`src/rtl/sh_reg_if.sv`:
```
// Operand-register bus for sh_reg: control, fill and load data in, contents out.
// sh_out exists only when SH_REG_SHOUT_EN is defined.
interface sh_reg_if #(
    parameter int unsigned w = 8,
    parameter int unsigned d = 1
);
    logic         load;
    logic         sh;
    logic [2:0]   sh_mode;
    logic [d-1:0] sh_in;
    logic [w-1:0] in;
    logic [w-1:0] q;
`ifdef SH_REG_SHOUT_EN
    logic [d-1:0] sh_out;
`endif

    modport master (
        output load, sh, sh_mode, sh_in, in,
`ifdef SH_REG_SHOUT_EN
        input  sh_out,
`endif
        input  q
    );

    modport slave (
        input  load, sh, sh_mode, sh_in, in,
`ifdef SH_REG_SHOUT_EN
        output sh_out,
`endif
        output q
    );
endinterface

```
`src/rtl/sh_reg.sv`:
```
// Loadable shift register moving d bits per shift in one of 8 shift/rotate modes.
// Optional SH_REG_SHOUT_EN adds a registered sh_out of the bits shifted out.
module sh_reg #(
    parameter int unsigned w = 8,
    parameter int unsigned d = 1
) (
    input  logic     clk,
    input  logic     rst_b,
    sh_reg_if.slave  bus
);
    typedef enum logic [2:0] {
        ModeShl = 3'b000,
        ModeShr = 3'b001,
        ModeLsl = 3'b010,
        ModeLsr = 3'b011,
        ModeAsr = 3'b100,
        ModeRol = 3'b101,
        ModeRor = 3'b110,
        ModeNop = 3'b111
    } mode_e;

    if (w < 2 || d < 1 || d >= w) begin : g_param_check
        $fatal(1, "sh_reg: illegal parameters w=%0d d=%0d (need 1 <= d < w)", w, d);
    end

    logic [w-1:0] r_q;
    logic [w-1:0] w_shifted;

    always_comb begin
        w_shifted = r_q;
        unique case (mode_e'(bus.sh_mode))
            ModeShl: w_shifted = {r_q[w-d-1:0], bus.sh_in};
            ModeShr: w_shifted = {bus.sh_in, r_q[w-1:d]};
            ModeLsl: w_shifted = {r_q[w-d-1:0], {d{1'b0}}};
            ModeLsr: w_shifted = {{d{1'b0}}, r_q[w-1:d]};
            ModeAsr: w_shifted = {{d{r_q[w-1]}}, r_q[w-1:d]};
            ModeRol: w_shifted = {r_q[w-d-1:0], r_q[w-1:w-d]};
            ModeRor: w_shifted = {r_q[d-1:0], r_q[w-1:d]};
            ModeNop: w_shifted = r_q;
        endcase
    end

    // Priority: reset > load > shift > hold.
    always_ff @(posedge clk) begin
        if (rst_b) begin
            r_q <= '0;
        end else if (bus.load) begin
            r_q <= bus.in;
        end else if (bus.sh) begin
            r_q <= w_shifted;
        end
    end

    assign bus.q = r_q;

`ifdef SH_REG_SHOUT_EN
    logic [d-1:0] r_sh_out;

    // Captures the pre-shift bits that fall off the end; rotates count too.
    always_ff @(posedge clk) begin
        if (rst_b) begin
            r_sh_out <= '0;
        end else if (!bus.load && bus.sh) begin
            unique case (mode_e'(bus.sh_mode))
                ModeShl, ModeLsl, ModeRol:          r_sh_out <= r_q[w-1:w-d];
                ModeShr, ModeLsr, ModeAsr, ModeRor: r_sh_out <= r_q[d-1:0];
                ModeNop:                            r_sh_out <= r_sh_out;
            endcase
        end
    end

    assign bus.sh_out = r_sh_out;
`endif
endmodule

```
`src/flat_wrapper.sv`:
```
// flat-port wrapper written by rule: the top's interface ports become plain ports
module sh_reg_flat 
#(
    parameter int unsigned w = 8,
    parameter int unsigned d = 1
)
  (clk, rst_b, bus_load, bus_sh, bus_sh_mode, bus_sh_in, bus_in, bus_q);
  sh_reg_if #(.w(w), .d(d)) bus_i ();
  input  logic clk;
  input  logic rst_b;
  input wire logic [$bits(bus_i.load)-1:0] bus_load;
  input wire logic [$bits(bus_i.sh)-1:0] bus_sh;
  input wire logic [$bits(bus_i.sh_mode)-1:0] bus_sh_mode;
  input wire logic [$bits(bus_i.sh_in)-1:0] bus_sh_in;
  input wire logic [$bits(bus_i.in)-1:0] bus_in;
  output wire logic [$bits(bus_i.q)-1:0] bus_q;
  assign bus_i.load = bus_load;
  assign bus_i.sh = bus_sh;
  assign bus_i.sh_mode = bus_sh_mode;
  assign bus_i.sh_in = bus_sh_in;
  assign bus_i.in = bus_in;
  assign bus_q = bus_i.q;
  sh_reg #(.w(w), .d(d)) u_core (.clk(clk), .rst_b(rst_b), .bus(bus_i));
endmodule
```
`config.mk`:
```
export PLATFORM = sky130hd
export DESIGN_NAME = sh_reg_flat
export DESIGN_NICKNAME = d
export VERILOG_FILES = /design/src/rtl/sh_reg_if.sv /design/src/rtl/sh_reg.sv /design/src/flat_wrapper.sv
export SDC_FILE = /design/constraint.sdc
export NUM_CORES = 1
export LEC_CHECK = 0
export ABC_AREA = 1
export ABC_CLOCK_PERIOD_IN_PS = 3300
export BUFFER_PORTS_ARGS = -buffer_cell sky130_fd_sc_hd__buf_2
export CORE_ASPECT_RATIO = 1.1
export CORE_MARGIN = 2
export CORE_UTILIZATION = 36
export DETAILED_ROUTE_END_ITERATION = 6
export GPL_TIMING_DRIVEN = 0
export PLACE_DENSITY = 0.66
export RECOVER_POWER = 25
export SLEW_MARGIN = 20
export SYNTH_ARGS = -nofsm -noshare
export SYNTH_HDL_FRONTEND = slang
export SYNTH_SLANG_ARGS = --single-unit
```
`constraint.sdc`:
```
create_clock -name clk -period 3.3 [get_ports clk]
set_clock_uncertainty 0.2 [all_clocks]
set_input_delay 0.165 -clock clk [delete_from_list [all_inputs] [get_ports clk]]
set_output_delay 0.165 -clock clk [all_outputs]
set_load 0.1 [all_outputs]
```
## Word level (Yosys, flattened, before mapping)

Cells that the tools add are included.

| word-level totals | value |
|---|---|
| logic and storage cells | 18 |
| register bits after elaboration | 8 |

| operators by class | value |
|---|---|
| muxes and demuxes | 3 |
| equality and inequality tests | 9 |
| reductions and logical operators | 4 |

Operators by type and width:

| kind | count |
|---|---|
| 8-bit one-hot mux with 7 select lines | 1 |
| 8-bit two-way mux | 2 |
| 3-bit equality test, second input constant | 4 |
| 3-bit by 2-bit equality test with 1-bit output, second input constant | 2 |
| 2-bit != test, second input constant | 2 |
| 3-bit by 1-bit equality test with 1-bit output, second input constant | 1 |
| 3-bit zero test | 1 |
| 3-bit AND reduction | 1 |
| 2-bit AND reduction | 1 |
| 2-bit nonzero test | 1 |

## Logic depth before layout (Yosys ltp)

Gate-level depths: netlist (run 1).

| logic depth | value |
|---|---|
| depth in word-level cells | 4 |
| mapped depth | 9 |

## Worst setup path before layout (run 1)

OpenSTA, ideal clock, no wires.

| timing | value |
|---|---|
| path kind | reg2reg |
| start | reg u_core.r_q[0] (netlist: u_core.bus.q[0]) |
| end | reg u_core.r_q[7] (netlist: u_core.bus.q[7]) |
| cell stages (with the launch flop) | 7 |
| required time | 3.031 ns |
| setup slack | 1.551 ns |
| clock period less this slack | 1.749 ns |
| arrival time | 1.480 ns |
| cell sequence | dfxtp_1 inv_1 nor2_1 nor3_1 nand2_1 nand2_1 a21oi_2 |

| between the ends | value |
|---|---|
| cells in the longest elaborated chain, start to end | 3 |

RTL lines:

| item | line | RTL |
|---|---|---|
| start, declared | sh_reg.sv:26 | `logic [w-1:0] r_q;` |
| start signal, assigned | sh_reg.sv:48 | `r_q <= bus.in;` |
| start signal, assigned | sh_reg.sv:50 | `r_q <= w_shifted;` |
| 8-bit one-hot mux with 7 select lines | sh_reg.sv:31 | `unique case (mode_e'(bus.sh_mode))` |
| 8-bit two-way mux | sh_reg.sv:49 | `end else if (bus.sh) begin` |
| 8-bit two-way mux | sh_reg.sv:47 | `end else if (bus.load) begin` |

No other way between the ends. The select of a mux whose other input is x is not followed.
A chain may end at the register's enable or synchronous reset.

## Worst setup path after layout (run 1)

| timing | value |
|---|---|
| start | reg u_core.r_q[7] (netlist: u_core.bus.q[7]) |
| end | out bus_q[7] |

RTL lines:

| item | line | RTL |
|---|---|---|
| end, declared | flat_wrapper.sv:16 | `output wire logic [$bits(bus_i.q)-1:0] bus_q;` |

No word-level cell between the ends.

==> out/metrics.csv, run 1 <==
metric,value,unit
diodes,0,
cts.clk_slew.worst_paths,0.06,ns
cap_viol_max_count,0,
critPathRequiredTime,2.93,ns
setup_viol,0,
slew_violations,0,
cts_resized,0,
syn_nets,120,
yosys_warnings,0,
drt_iter0_markers,10,
grt_pass1_vias,682,
drc,0,
cp_cell_sequence,buf_2,
clockBufferDepth,2,
initial_utilization,37.9,%
tightest_slew,0.543,ns
place_congestion,0.828,
peakVddDrop,250,uV
grt_start_max_net_pins,11,
multi_input_area,423,sq um
cts-root-buf,clkbuf_4,
pin_count,24,
pre_cts_ws,1.93,ns
ant_nets,0,
holdWs,0.0866,ns
io_buffers,22,
timing.critical_path.slowest_stage_cell,buf_2,
path_max_fanout,4,
relSlewSlack,63.8,%
path_buf_inv,1,
p_per_area,409,nW/um^2
post_drt_wl_per_cell,10.3,microns
dieArea,2220,sq um
rsz0062_at_grt,no,
hold_path_class,in -> reg,
hpwl,1170,microns
cts_num_sinks,8,
nets,147,
dp_cells,144,
fin_ws,1.84,ns
largest_reg_flops,8,
clk_latency,0.26,ns
finalCritPeriodShare,44.2,%
crit_path_end_kind,output port,
period_needed,1.46,ns
final_cells,147,
antenna_found_initial,0,
row_count,16,
start_kind,register,
yosysSeqAreaShare,24.0,%
die_w,45.1,microns
synth_cell_type_count,19,
grt_first_pass_wirelength,2700,microns
die_h,49.2,microns
register_area,160,sq um
wl,1520,microns
nFillCells,202,
vias_per_cell,4.95,
arrival,1.09,ns
first_pass_iters,4,
max_freq,686,MHz
cts_hold_buf,0,
synth_area,668,sq um
p_leak,0.000394,uW
setup_tns,0,ns
crit_family,buffers and inverters,
ys_ff_latch,8,
cts_tree,built,
run_status,"complete, no violations",
grt_overflow,0,
grt_use_total,16.3,%
htree_levels,1,
syn_inst,104,
critPathKind,reg -> out,
synth.avg_cell_area,6.42,sq um
hold_viol_final,0,
cpPeakStageDelay,0.45,ns
core,1760,sq um
via_count,728,
cts_buffers,3,
areaGrowthSynthToFinish,20.2,%
post_cts_buffers,0,
drive_gt1_share,38.0,%
cells by family (layout without fill, tap and decap cells):
family	Yosys count	after routing	share of synthesized area, %
buf+inv	14	39	9.93
flops	8	8	24.0
simple gates	70	70	52.1
compound gates	12	12	14.0
placed cells by master, fill, tap and decap left out:
master / instances
buf_6: 1
nand3_1: 8
buf_2: 21
nand2_2: 3
nand2_1: 34
inv_4: 1
clkbuf_1: 1
inv_1: 5
nand3_2: 3
nor3_1: 2
nor2_4: 1
nor2_8: 1
inv_2: 5
a21oi_2: 7
buf_1: 1
buf_4: 1
dfxtp_1: 8
nand2_4: 1
a21oi_1: 4
clkbuf_4: 3
nor2_1: 17
o21ai_2: 1
cell type report:
| type | instances | share of cell area, % |
|---|---|---|
| Buffer | 3 | 2.80 |
| Clock buffer | 3 | 2.80 |
| Timing Repair Buffer | 22 | 13.6 |
| Sequential cell | 8 | 19.9 |
| Multi-Input combinational cell | 82 | 52.6 |
| Inverter | 11 | 5.45 |
| Tap cell | 18 | 2.80 |
synthesized netlist by cell type:
library cell	instances	area [sq um]
inv_2	5	18.8
nand2_1	32	120
nand2_4	3	33.8
buf_6	1	11.3
inv_4	1	6.26
dfxtp_1	8	160
nor2_1	17	63.8
nand2_2	3	18.8
a21oi_1	3	15.0
nand3_2	3	30.0
nor3_1	2	10.0
nand3_1	8	40.0
buf_4	1	7.51
nor2_8	1	20.0
buf_1	1	3.75
nor2_4	1	11.3
o21ai_2	1	8.76
inv_1	5	18.8
a21oi_2	8	70.1
routing by layer:
layer	wire length [microns]	up-vias	GRT usage [%]
li1	-	378	-
met1	639	321	20.4
met2	720	24	24.8
met3	116	5	4.07
met4	41	0	8.82
met5	0	-	0
stage by stage:
stage | util (%) | area [sq um] | power [uW]
5_1_grt | 45.6 | 803 | 352
2_1_floorplan | - | 668 | 227
3_5_place_dp | 45.5 | 801 | 257
4_1_cts | 46.7 | 823 | 336
3_3_place_gp | 45.5 | 801 | 255
6_report | 45.6 | 803 | 329
report_power, final:
group          switching, uW  internal [uW]
logic                    103           35.4
clock network           36.3           41.8
registers               7.49            104
total                    147            182
path summary, 6_finish.rpt:
path | start | endpoint | slack, ns | cells after the start
setup / recovery | u_core.bus.q[7]$_SDFFE_PP0P_ | bus_q[7] | 1.84 | 1
hold / removal | bus_in[0] | u_core.bus.q[0]$_SDFFE_PP0P_ | 0.09 | 5
setup reg to reg | u_core.bus.q[0]$_SDFFE_PP0P_ | u_core.bus.q[7]$_SDFFE_PP0P_ | 2.17 | 6
hold reg to reg | u_core.bus.q[2]$_SDFFE_PP0P_ | u_core.bus.q[2]$_SDFFE_PP0P_ | 0.31 | 2
Power figures use the tool's default switching activity.
==> run 2, diff against run 1 <==
Settings changed: ABC_CLOCK_PERIOD_IN_PS 3300 to 1500.
Clock period 3.3 ns to 1.5 ns, I/O delays scaled along.
==> run 2 against run 1 <==
Compared with the run above: the run now ends with negative hold slack left; register-to-register slack got worse by 1.8 ns; cell count increased by 3.4%; die area unchanged; wire length increased by 5.1%; sequential power increased by 120%; first-iteration DRC count increased by 80%; clock power increased by 130%; sequential share of layout area decreased by 0.76 points; largest cell class unchanged.
==> out/metrics.csv, run 2 (synthesis results as in run 1) <==
metric,value,unit,change
run_status,finished with violations,,
violations,negative hold slack,,
post_cts_buffers,0,,unchanged
min-delay-start,bus_in[1],,
slew_violations,0,,unchanged
period_needed,1.35,ns,
die_h,49.2,microns,unchanged
htree_levels,1,,unchanged
cts-root-buf,clkbuf_4,,
row_count,16,,unchanged
fin_area,887,sq um,+10%
tightest_slew,0.598,ns,+0.0553 ns
clk_latency,0.26,ns,about the same
path_max_fanout,10,,+6
final_cells,152,,+3.4%
cts_buffers,3,,unchanged
drive_gt1_share,46.3,%,+8.3 points
peakVddDrop,431,uV,+72%
die_w,45.1,microns,unchanged
crit_path_end_kind,register,,
grt_use_total,16.4,%,+0.13 points
cts_tree,built,,
dp_cells,144,,unchanged
core,1760,sq um,unchanged
hold_path_end,u_core.bus.q[1]$_SDFFE_PP0P_,,
arrival,1.27,ns,+0.18 ns
relSlewSlack,60.1,%,-3.7 points
finalCritPeriodShare,89.8,%,
holdWs,-0.00299,ns,-0.0896 ns
dpl_cell_area,811,sq um,+1.3%
multi_input_area,442,sq um,+4.4%
dieArea,2220,sq um,unchanged
cts.clk_slew.worst_paths,0.06,ns,about the same
register_area,170,sq um,+6.2%
p_per_area,845,nW/um^2,+110%
wl,1600,microns,+5.1%
io_buffers,22,,unchanged
antenna_found_initial,0,,unchanged
grt_first_pass_wirelength,2730,microns,+1.0%
first_pass_iters,4,,unchanged
diodes,0,,unchanged
critPathRequiredTime,1.42,ns,-1.51 ns
hpwl,1200,microns,+2.6%
p_leak,0.000421,uW,+6.8%
post_drt_wl_per_cell,10.5,microns,+1.7%
setup_tns,0,ns,unchanged
grt_overflow,0,,unchanged
cap_viol_max_count,0,,unchanged
grt_pass1_vias,676,,-0.88%
place_congestion,0.793,,-4.3%
rsz0062_at_grt,no,,
hold_viol_final,1,,+1
critPathKind,in -> reg,,
ff2ff_path_depth,6,,unchanged
vias_per_cell,4.77,,-3.7%
rr_startpoint,u_core.bus.q[0]$_SDFFE_PP0P_,,
via_count,725,,-0.41%
r2r_slack,0.33,ns,-1.84 ns
nets,152,,+3.4%
grt_start_max_net_pins,11,,unchanged
drc,0,,unchanged
mostFrequentLayoutCells,"nand2_1, buf_2, nor2_1",,
largest_reg_flops,8,,unchanged
areaGrowthSynthToFinish,32.8,%,
initial_utilization,37.9,%,unchanged
clockBufferDepth,2,,unchanged
nFillCells,192,,-5.0%
final_common_cell,nand2_1,,
drt_iter0_markers,18,,+8
pin_count,24,,unchanged
r2r_end,u_core.bus.q[7]$_SDFFE_PP0P_,,
hold_path_class,in -> reg,,
ant_nets,0,,unchanged
start_kind,input pin,,
cts_num_sinks,8,,unchanged
whs_path_depth,5,,unchanged
setup_viol,0,,unchanged
max_freq,743,MHz,
[run 2: repair_timing]
item	CTS	global route
resized for setup	0	2
hold buffers	5	0
hold endpoints to repair	3	0
setup endpoints to repair	0	3
[run 2: final cells by class]
type | count | share of cell area, %
Inverter | 11 | 4.94
Tap cell | 18 | 2.54
Clock buffer | 3 | 2.54
Multi-Input combinational cell | 82 | 49.8
Buffer | 3 | 2.96
Sequential cell | 8 | 19.2
Timing Repair Buffer | 27 | 18.1
[run 2: metrics by stage]
| step | setup WS, ns | total power (uW) | util, % | hold WS, ns |
|---|---|---|---|---|
| floorplan | 0.0910 | 505 | - | 0.0487 |
| global placement | 0.231 | 565 | 46.0 | 0.232 |
| detailed placement | 0.193 | 569 | 46.0 | 0.245 |
| CTS | 0.0671 | 755 | 50.1 | 0.000528 |
| global route | 0.0490 | 788 | 50.4 | 0.0241 |
| finish | 0.153 | 749 | 50.4 | -0.00299 |
[run 2: worst max-delay path by stage]
stage / startpoint / endpoint / slack [ns] / cells after the start
3_3_place_gp: bus_sh_mode[1] / u_core.bus.q[2]$_SDFFE_PP0P_ / 0.23 / 10
4_1_cts: bus_load / u_core.bus.q[4]$_SDFFE_PP0P_ / 0.07 / 8
2_1_floorplan: u_core.bus.q[0]$_SDFFE_PP0P_ / u_core.bus.q[7]$_SDFFE_PP0P_ / 0.09 / 6
5_1_grt: bus_load / u_core.bus.q[4]$_SDFFE_PP0P_ / 0.05 / 8
6_report: bus_load / u_core.bus.q[4]$_SDFFE_PP0P_ / 0.15 / 7
3_5_place_dp: bus_sh_mode[1] / u_core.bus.q[2]$_SDFFE_PP0P_ / 0.19 / 10
[run 2: power breakdown]
| group | switching, uW | internal (uW) |
|---|---|---|
| clock | 83.4 | 92.3 |
| sequential | 16.8 | 233 |
| combinational | 233 | 91.0 |
| total | 333 | 417 |
[run 2: critical path: stages]
cell	delay, ns
dlygate4sd3_1	0.53
buf_2	0.17
nor2_4	0.17
buf_6	0.16
nor2_1	0.05
nand2_1	0.07
a21oi_2	0.05
[run 2: metal layers]
layer / share of wire (%) / global-route usage [%] / vias to the layer above
met5: 0 / 0 / -
met4: 2.5 / 8.82 / 0
met3: 6.7 / 3.33 / 5
met2: 47 / 25.2 / 24
met1: 44 / 20.8 / 311
li1: - / - / 385
==> run 3, diff against run 2 <==
Settings changed: CAP_MARGIN set to 20, CTS_BUF_LIST set to sky130_fd_sc_hd__clkbuf_2.
==> run 3 against run 2 <==
Compared with the run above: the flow now finishes without violations; die area unchanged; register-to-register slack about the same; fmax up 2.5%; largest cell class unchanged; sequential cell count unchanged; design area down 7.5%; global-route usage down 0.51 points; cell count down 2.6%; first-iteration DRC count down 39%; critical path depth down 6.
==> out/metrics.csv, run 3 (synthesis results as in run 1) <==
metric,value,unit,change
crit_path_end_kind,output port,,
whs_path_depth,5,,unchanged
cts_num_sinks,8,,unchanged
relSlewSlack,63.7,%,+3.6 points
tightest_slew,0.544,ns,-0.0540 ns
wl,1530,microns,-3.9%
antenna_found_initial,0,,unchanged
cts.clk_slew.worst_paths,0.09,ns,+0.03 ns
ant_nets,0,,unchanged
io_buffers,22,,unchanged
multi_input_area,427,sq um,-3.4%
finalCritPeriodShare,87.6,%,-2.2 points
cts_buffers,3,,unchanged
drt_iter0_markers,11,,-7
ff2ff_path_depth,6,,unchanged
initial_utilization,37.9,%,unchanged
cap_viol_max_count,0,,unchanged
row_count,16,,unchanged
grt_pass1_vias,652,,-3.6%
power_frac_seq,36.2,%,+2.8 points
arrival,1.04,ns,-0.23 ns
post_drt_wl_per_cell,10.4,microns,-1.4%
first_pass_iters,4,,unchanged
period_needed,1.31,ns,-0.0326 ns
cp_cell_sequence,buf_2,,
dieArea,2220,sq um,unchanged
hold_path_class,in -> reg,,
max_freq,761,MHz,+2.5%
fin_util,46.6,%,-3.8 points
setup_tns,0,ns,unchanged
cts_tree,built,,
cts-root-buf,clkbuf_2,,
clk_latency,0.24,ns,-0.02 ns
slew_violations,0,,unchanged
areaGrowthSynthToFinish,22.8,%,
cts_resized,0,,unchanged
clockPowerShare,18.9,%,-4.5 points
via_count,705,,-2.8%
diodes,0,,unchanged
setup_viol,0,,unchanged
grt_overflow,0,,unchanged
grt_use_total,15.9,%,-0.51 points
crit_cells,1,,-6
largest_reg_flops,8,,unchanged
critPathRequiredTime,1.22,ns,-0.20 ns
internal_power,369,uW,-11%
comb_power_share,44.8,%,+1.6 points
nFillCells,197,,+2.6%
register_area,170,sq um,unchanged
drc,0,,unchanged
peakVddDrop,439,uV,+2.0%
htree_levels,1,,unchanged
crit_family,buffers and inverters,,
mostFrequentLayoutCells,"nand2_1, buf_2, nor2_1",,
vias_per_cell,4.76,,-0.13%
nets,148,,-2.6%
path_buf_inv,1,,-2
p_per_area,839,nW/um^2,-0.64%
cts_hold_buf,1,,-4
pin_count,24,,unchanged
start_kind,register,,
clockBufferDepth,2,,unchanged
hold_viol_final,0,,-1
p_sw,320,uW,-3.8%
grt_first_pass_wirelength,2670,microns,-2.3%
drive_gt1_share,44.6,%,-1.7 points
grt_start_max_net_pins,11,,unchanged
final_common_cell,nand2_1,,
place_congestion,0.793,,unchanged
post_cts_buffers,0,,unchanged
rsz0062_at_grt,no,,
timing.critical_path.slowest_stage_cell,buf_2,,
hpwl,1200,microns,unchanged
die_w,45.1,microns,unchanged
run_status,"complete, no violations",,
critPathKind,reg -> out,,
core,1760,sq um,unchanged
p_leak,0.000404,uW,-4.0%
switching_share,46.5,%,+2.0 points
path_max_fanout,4,,-6
cpPeakStageDelay,0.43,ns,-0.10 ns
die_h,49.2,microns,unchanged
## run 3: changes by cell type in the layout (fill, tap and decap cells not counted), sizes merged
cell         delta
clkbuf          -4
buf             +4
dlygate4sd3     -4
## run 3: power groups by stage
stage | clock network, uW | logic (uW) | registers (uW)
floorplan | 0 | 132 | 373
CTS | 134 | 317 | 250
global route | 145 | 334 | 253
finish | 131 | 309 | 249
global placement | 0 | 311 | 255
detailed placement | 0 | 315 | 255
## run 3: routing by layer
layer | up-vias | GRT usage [%] | share of wire, % | wire, microns
met1 | 304 | 20.8 | 46 | 704
met3 | 2 | 3.33 | 6.4 | 98
met2 | 21 | 24.3 | 47 | 716
met5 | - | 0 | 0 | 0
li1 | 378 | - | - | -
met4 | 0 | 7.35 | 0.85 | 13
## run 3: final timing paths
check / startpoint / endpoint / slack (ns)
worst max-delay path: u_core.bus.q[1]$_SDFFE_PP0P_ / bus_q[1] / 0.19
worst min-delay path: bus_in[3] / u_core.bus.q[3]$_SDFFE_PP0P_ / 0.009
worst max register to register: u_core.bus.q[0]$_SDFFE_PP0P_ / u_core.bus.q[7]$_SDFFE_PP0P_ / 0.32
worst min register to register: u_core.bus.q[4]$_SDFFE_PP0P_ / u_core.bus.q[4]$_SDFFE_PP0P_ / 0.28
## run 3: cell type report
| type | instances | area share [%] |
|---|---|---|
| multi-input combinational | 82 | 52.0 |
| tap | 18 | 2.74 |
| inverter | 11 | 5.34 |
| buffer | 3 | 2.74 |
| clock buffer | 3 | 1.83 |
| sequential | 8 | 20.7 |
| timing repair buffer | 23 | 14.6 |
## run 3: per-stage QoR
step | cells | power, uW | hold WS [ns] | setup WS [ns] | instance area [sq um]
2_1_floorplan | 104 | 505 | 0.0487 | 0.0910 | 678
3_3_place_gp | 144 | 565 | 0.232 | 0.231 | 811
3_5_place_dp | 144 | 569 | 0.245 | 0.193 | 811
4_1_cts | 148 | 702 | 0.00596 | 0.169 | 836
5_1_grt | 148 | 732 | 0.00832 | 0.127 | 821
6_report | 148 | 689 | 0.00876 | 0.186 | 821
